<file path="src/rtl/fir_pkg.sv">
// fir_pkg: shared helpers and defaults for the parametrised FIR filter.
//   clog2_safe  - ceil(log2(n)), never less than 1 (usable as a port width).
//   acc_width   - full-precision accumulator width for a TAPS-term dot product.
//   FIR_DEF_*   - default parameter values used by fir_filter_param.
package fir_pkg;

    localparam int FIR_DEF_TAPS   = 4;
    localparam int FIR_DEF_COEF_W = 8;
    localparam int FIR_DEF_SHIFT  = 0;

    function automatic int clog2_safe(input int n);
        int r;
        r = $clog2(n);
        return (r < 1) ? 1 : r;
    endfunction

    // Each product needs data_w+coef_w bits; summing taps terms adds clog2(taps).
    function automatic int acc_width(input int data_w, input int coef_w, input int taps);
        return data_w + coef_w + $clog2(taps);
    endfunction

endpackage

</file>
<file path="src/rtl/fir_tap_line.sv">
// fir_tap_line: DEPTH-deep enable-shift register holding the past samples
// x[n-1] .. x[n-DEPTH] of the FIR.
// Ports:
//   clk      - rising-edge clock
//   reset    - asynchronous active-low reset, clears every tap
//   en_i     - shift in d_i this cycle
//   flush_i  - synchronous clear of every tap (wins over en_i)
//   d_i      - sample entering tap 0
//   q_o      - all taps, q_o[0] is the most recent sample
module fir_tap_line #(
    parameter int DEPTH = 3,
    parameter int W     = 8
) (
    input  logic                      clk,
    input  logic                      reset,
    input  logic                      en_i,
    input  logic                      flush_i,
    input  logic [W-1:0]              d_i,
    output logic [DEPTH-1:0][W-1:0]   q_o
);

    logic [DEPTH-1:0][W-1:0] line_q;

    always_ff @(posedge clk or negedge reset) begin
        if (!reset) begin
            line_q <= '0;
        end else if (flush_i) begin
            line_q <= '0;
        end else if (en_i) begin
            line_q[0] <= d_i;
            for (int k = 1; k < DEPTH; k++) begin
                line_q[k] <= line_q[k-1];
            end
        end
    end

    assign q_o = line_q;

endmodule

</file>
<file path="src/rtl/fir_filter_param.sv">
// fir_filter_param: unsigned direct-form FIR, two-stage pipeline.
//   Stage 1 registers the TAPS products, stage 2 registers the scaled sum.
//   Coefficients are written into a shadow bank and copied to the active
//   bank on coef_commit; the datapath only ever reads the active bank.
// Optional feature macro: FIR_ROUND_SAT_EN (round half-up before the right
//   shift and saturate to OUT_W bits, reporting saturation on sat_flag).
//   Without it the output is a plain truncating bit slice and sat_flag is 0.
// Ports:
//   clk, reset               - clock, asynchronous active-low reset
//   in_valid, data_in        - input sample and its qualifier
//   flush                    - synchronous clear of delay line and pipeline valids
//   coef_we/addr/data        - shadow coefficient write
//   coef_commit              - copy shadow bank (incl. same-cycle write) to active
//   out_valid, data_out      - one-cycle result pulse, data held between pulses
//   sat_flag                 - last result was saturated
module fir_filter_param
    import fir_pkg::*;
#(
    parameter int TAPS   = FIR_DEF_TAPS,
    parameter int DATA_W = 32,
    parameter int COEF_W = FIR_DEF_COEF_W,
    parameter int OUT_W  = 32,
    parameter int SHIFT  = FIR_DEF_SHIFT,
    localparam int CW    = clog2_safe(TAPS)
) (
    input  logic              clk,
    input  logic              reset,
    input  logic              in_valid,
    input  logic [DATA_W-1:0] data_in,
    input  logic              flush,
    input  logic              coef_we,
    input  logic [CW-1:0]     coef_addr,
    input  logic [COEF_W-1:0] coef_data,
    input  logic              coef_commit,
    output logic              out_valid,
    output logic [OUT_W-1:0]  data_out,
    output logic              sat_flag
);

    localparam int ACC_W = acc_width(DATA_W, COEF_W, TAPS);
    // Wide enough that the shift never loses bits we still need to inspect.
    localparam int EXT_W = ACC_W + 1 + OUT_W;

`ifdef FIR_ROUND_SAT_EN
    localparam bit SAT_EN = 1'b1;
`else
    localparam bit SAT_EN = 1'b0;
`endif

    localparam logic [ACC_W:0] ONE = (ACC_W+1)'(1);
    // Half an LSB of the shifted result; zero when SHIFT is 0.
    localparam logic [ACC_W:0] RND = (ONE << SHIFT) >> 1;

    logic                          accept;
    logic [TAPS-2:0][DATA_W-1:0]   x;
    logic [TAPS-1:0][COEF_W-1:0]   shadow_q, shadow_d, active_q;
    logic [TAPS-1:0][ACC_W-1:0]    prod_d, prod_q;
    logic                          v1_q;
    logic [ACC_W-1:0]              acc;
    logic [ACC_W:0]                scale_src;
    logic [EXT_W-1:0]              ext;
    logic                          sat_d;
    logic [OUT_W-1:0]              data_d;
    logic                          out_valid_q, sat_q;
    logic [OUT_W-1:0]              data_out_q;

    assign accept = in_valid && !flush;

    fir_tap_line #(
        .DEPTH (TAPS-1),
        .W     (DATA_W)
    ) u_tap_line (
        .clk     (clk),
        .reset   (reset),
        .en_i    (accept),
        .flush_i (flush),
        .d_i     (data_in),
        .q_o     (x)
    );

    // Shadow next state; commit copies this so a same-cycle write is included.
    always_comb begin
        shadow_d = shadow_q;
        if (coef_we && (int'(coef_addr) < TAPS)) begin
            shadow_d[coef_addr] = coef_data;
        end
    end

    always_ff @(posedge clk or negedge reset) begin
        if (!reset) begin
            shadow_q <= '0;
            active_q <= '0;
        end else begin
            shadow_q <= shadow_d;
            if (coef_commit) begin
                active_q <= shadow_d;
            end
        end
    end

    // Products use the active bank as it stands before any same-cycle commit.
    always_comb begin
        prod_d    = '0;
        prod_d[0] = ACC_W'(data_in) * ACC_W'(active_q[0]);
        for (int k = 1; k < TAPS; k++) begin
            prod_d[k] = ACC_W'(x[k-1]) * ACC_W'(active_q[k]);
        end
    end

    always_ff @(posedge clk or negedge reset) begin
        if (!reset) begin
            prod_q <= '0;
            v1_q   <= 1'b0;
        end else begin
            v1_q <= accept;
            if (accept) begin
                prod_q <= prod_d;
            end
        end
    end

    always_comb begin
        acc = '0;
        for (int k = 0; k < TAPS; k++) begin
            acc = acc + prod_q[k];
        end
    end

    assign scale_src = {1'b0, acc} + (SAT_EN ? RND : '0);
    assign ext       = EXT_W'(scale_src) >> SHIFT;
    assign sat_d     = SAT_EN && (|(ext >> OUT_W));
    assign data_d    = sat_d ? {OUT_W{1'b1}} : ext[OUT_W-1:0];

    // A flush drops whatever sits in stage 1 but keeps the last result visible.
    always_ff @(posedge clk or negedge reset) begin
        if (!reset) begin
            out_valid_q <= 1'b0;
            data_out_q  <= '0;
            sat_q       <= 1'b0;
        end else begin
            out_valid_q <= v1_q && !flush;
            if (v1_q && !flush) begin
                data_out_q <= data_d;
                sat_q      <= sat_d;
            end
        end
    end

    assign out_valid = out_valid_q;
    assign data_out  = data_out_q;
    assign sat_flag  = sat_q;

endmodule

</file>
<file path="config.mk">
export PLATFORM = sky130hd
export DESIGN_NAME = fir_filter_param
export DESIGN_NICKNAME = d
export VERILOG_FILES = /design/src/rtl/fir_pkg.sv /design/src/rtl/fir_tap_line.sv /design/src/rtl/fir_filter_param.sv
export SDC_FILE = /design/constraint.sdc
export NUM_CORES = 2
export LEC_CHECK = 0
export BUFFER_PORTS_ARGS = -buffer_cell sky130_fd_sc_hd__buf_2
export CAP_MARGIN = 10
export CORE_MARGIN = 2
export CORE_UTILIZATION = 53
export DETAILED_ROUTE_END_ITERATION = 10
export GPL_ROUTABILITY_DRIVEN = 0
export PLACE_DENSITY = 0.72
export SYNTH_ARGS = -nofsm -noshare
export SYNTH_HDL_FRONTEND = slang
export SYNTH_SLANG_ARGS = --single-unit
export TNS_END_PERCENT = 50
</file>
<file path="constraint.sdc">
create_clock -name clk -period 4.84 [get_ports clk]
set_input_delay 0.484 -clock clk [delete_from_list [all_inputs] [get_ports clk]]
set_output_delay 0.484 -clock clk [all_outputs]
set_load 0.02 [all_outputs]
</file>
==> impl_results.md <==
* CTS tree: done
* Clock Latency Late Sink at 590 ps
* Crit-path cells: buf_12 > and2_4 > fa_1 > fa_1 > fa_1 > inv_2 > fa_1 > inv_1 > ha_4 > a21oi_2 > nand2_1 > a2111o_1 > a31oi_4 > o21a_1 > a311oi_2 > o31ai_2 > a21oi_1 > o31ai_1
* H-tree Lvls at 2
* DRT iter0 DRCs at 2153
* Clock transition at path regs at 60 ps
* Netlist cell types at 76
* Worst setup margin at -205 ps
* Sequential area share after synthesis at 0.198
* DR DRC count at 0
* Worst slack, placed at -384 ps
* Mapped Avg Cell Area at 9.67 um^2
* Async set or reset register ratio after synthesis at 1.00
* First-pass GRT wire length at 172 mm
* Synth top area share at 0.337
* Leak at 24.0 nW
* Drt via density at 5.45
* Number of buffers created by CTS at 40
* Crit-path max FO at 13
* Final ANT Viol Nets at 0
* Final Cell Area at 48800 um^2
* Buf+Inv Stages, Crit Path at 3
* Die Wd at 281 um
* Failing checks: setup timing
* CP Capture Type: flop
* Post-place instance area at 45300 um^2
* Hold Violations, Final at 0
* Leading area contributor after synthesis: fa_1
* Worst R2R End: prod_q[115]
* Family with the most delay on the worst path: adder cells
* IO Count at 82
* Worst EP arrival at 5530 ps
* Actual slew at the worst max-slew pin at 1130 ps
* Fin. max-slew vios at 0
* Hold EP: u_tap_line.q_o[31]
* Maximum single-stage delay on the critical path at 590 ps
* Cells after Synth at 4211
* Most frequent CP cell: fa_1
* Max Fclk at 0.198 GHz
* R2r worst-path depth at 18
* Clock Path Buffers at 3
* Pin count of the biggest net entering global routing at 171
* Status: complete, but fails checks
* Finished Layout Cells at 5677
* Synth cell count leaders: 686 x and2_1, 686 x fa_1, 556 x inv_1
* Starting Density at 0.536
* Worst reg2reg setup slack at -210 ps
* Sink Count at 322
* Final Routed Wirelength at 107 mm
* DPL Wire Length at 82.2 mm
* Row count at 101
* Placed insts at 5564
* Total gr overflow at 0
* Number of global-route vias before repair at 32700
* GRT Total Usage at 0.278
* Critical path class: flop to flop
* WHS Path Cells at 3
* Max-cap violations at 0
* Clock root cell: clkbuf_16
* Drt pass-1 iters at 5
* Chip height at 281 um
* # port buffers at 80
* Fraction of layout cells with a size suffix above 1 at 0.208
* Die area at 79000 um^2
* Slew HR at 0.246
* Worst Hold Class: input pin to flop
* Post-route clock period utilization at 1.04
* P&R area growth vs syn at 19.9%
* Via count at 30900
* EDFF count, synth at 0
* Synth top area cells: fa_1 34%, dfrtp_1 20%, and2_1 11%, ha_1 5.9%, inv_1 5.1%
* Number of nets in the layout at 5540
* Initial antenna violation count at 2
* Mapped Area at 40700 um^2
* Power Density at 569 nW/um^2
* Maximum vdd ir drop at 0.000933 V
* Total core area at 75900 um^2
* Worst hold start: data_in[31]
* Clock Skew at 37.6 ps
* Crit path time final at 5050 ps
* Crit path launch type: flop
* Synth Warn # at 0
* #FFs+latches synth at 322
* R2R Path Start: active_q[20]
* Post-synth top flop: dfrtp_1
* RSZ-0062 raised after global routing: true
* Critical Path Slowest Stage Cell: fa_1
* Post-Syn Nets at 5136
* Final setup fails at 24
* CP required at 5330 ps
* # fillers at 5852
* WL/cell at 18.9 um
-- per-stage QoR --
| step | power [mW] | util | setup TNS [ps] | hold slack (ps) |
|---|---|---|---|---|
| after detailed placement | 22.0 | 0.597 | -7930 | 458 |
| after floorplan | 15.8 | - | -27.8 | 188 |
| final | 27.8 | 0.643 | -1800 | 214 |
| after CTS | 26.3 | 0.630 | -839 | 210 |
| after global placement | 21.5 | 0.597 | -5010 | 450 |
| after global routing | 30.0 | 0.643 | -7680 | 217 |
-- cell families (layout without fill, tap and decap cells) --
family / Yosys count / after routing / synth area share
AO/OA/AOI/OAI: 498 / 498 / 0.0761
AND/OR/NAND/NOR: 1443 / 1443 / 0.183
flip-flops: 322 / 322 / 0.198
buffers and inverters: 739 / 1174 / 0.0683
adder cells (fa/ha/maj): 877 / 877 / 0.396
multiplexers: 161 / 161 / 0.0416
XOR/XNOR: 170 / 170 / 0.0366
other: 1 / 2 / 0.0000921
-- report_power, final --
group | total (mW) | switching [mW] | internal, mW
Combinational | 20.6 | 11.5 | 9.13
Clock | 3.23 | 1.28 | 1.95
Sequential | 3.93 | 0.620 | 3.31
-- timing repair --
action,CTS,global route
resized for setup,175,203
pin swaps,115,123
setup endpoints to repair,48,63
hold buffers,1,0
hold endpoints to repair,61,0
buffers inserted,16,21
gates cloned,3,1
-- per-layer routing --
layer  track usage  vias to the layer above  routed length [um]  share of wire
met3        0.0297                      246                4880          0.045
li1              -                    13900                   -              -
met4         0.127                        2                5850          0.054
met1         0.357                    15900               43500           0.40
met5             0                        -                  11        0.00010
met2         0.473                      838               53200           0.50
-- registers in the layout (all words and copies together), names as in the netlist --
name / flops
data_out: 32
u_tap_line.q_o: 96
prod_q: 128
v1_q: 1
out_valid: 1
active_q: 32
shadow_q: 32
-- layout by cell type (no fill, tap or decap), types with 38 or more instances in the layout --
| cell type | instances |
|---|---|
| buf_4 | 396 |
| nand2_1 | 459 |
| ha_1 | 144 |
| inv_1 | 537 |
| o21ai_0 | 124 |
| buf_2 | 77 |
| mux2_2 | 65 |
| dfrtp_1 | 300 |
| nor2_1 | 138 |
| mux2i_1 | 96 |
| clkbuf_16 | 43 |
| xnor2_1 | 92 |
| ha_4 | 43 |
| o21ai_1 | 59 |
| fa_1 | 661 |
| a21oi_1 | 70 |
| and2_1 | 661 |
| xor2_1 | 72 |
| a21o_1 | 38 |
-- final cells by class --
| cell class | instances | area, um^2 | area share |
|---|---|---|---|
| Sequential cell | 322 | 8090 | 0.166 |
| Clock inverter | 18 | 243 | 0.00497 |
| Multi-Input combinational cell | 3150 | 31400 | 0.644 |
| Antenna cell | 1 | 2.50 | 0.0000513 |
| Clock buffer | 55 | 1160 | 0.0238 |
| Tap cell | 1030 | 1290 | 0.0264 |
| Inverter | 557 | 2090 | 0.0428 |
| Timing Repair Buffer | 544 | 4510 | 0.0925 |
-- worst max path at each step --
stage | from | to | slack, ps | depth (start not counted)
floorplan | active_q[19] | prod_q[115] | -10 | 19
global placement | data_in[5] | prod_q[31] | -280 | 19
detailed placement | data_in[5] | prod_q[31] | -380 | 19
CTS | active_q[12] | prod_q[71] | -150 | 17
global route | active_q[20] | prod_q[115] | -360 | 18
finish | active_q[20] | prod_q[115] | -210 | 18
-- tightest hold or removal path: stages --
cell	delay [ps]
buf_2	110
mux2i_1	70
nor2_1	80
(Power assumes the default switching activity.)
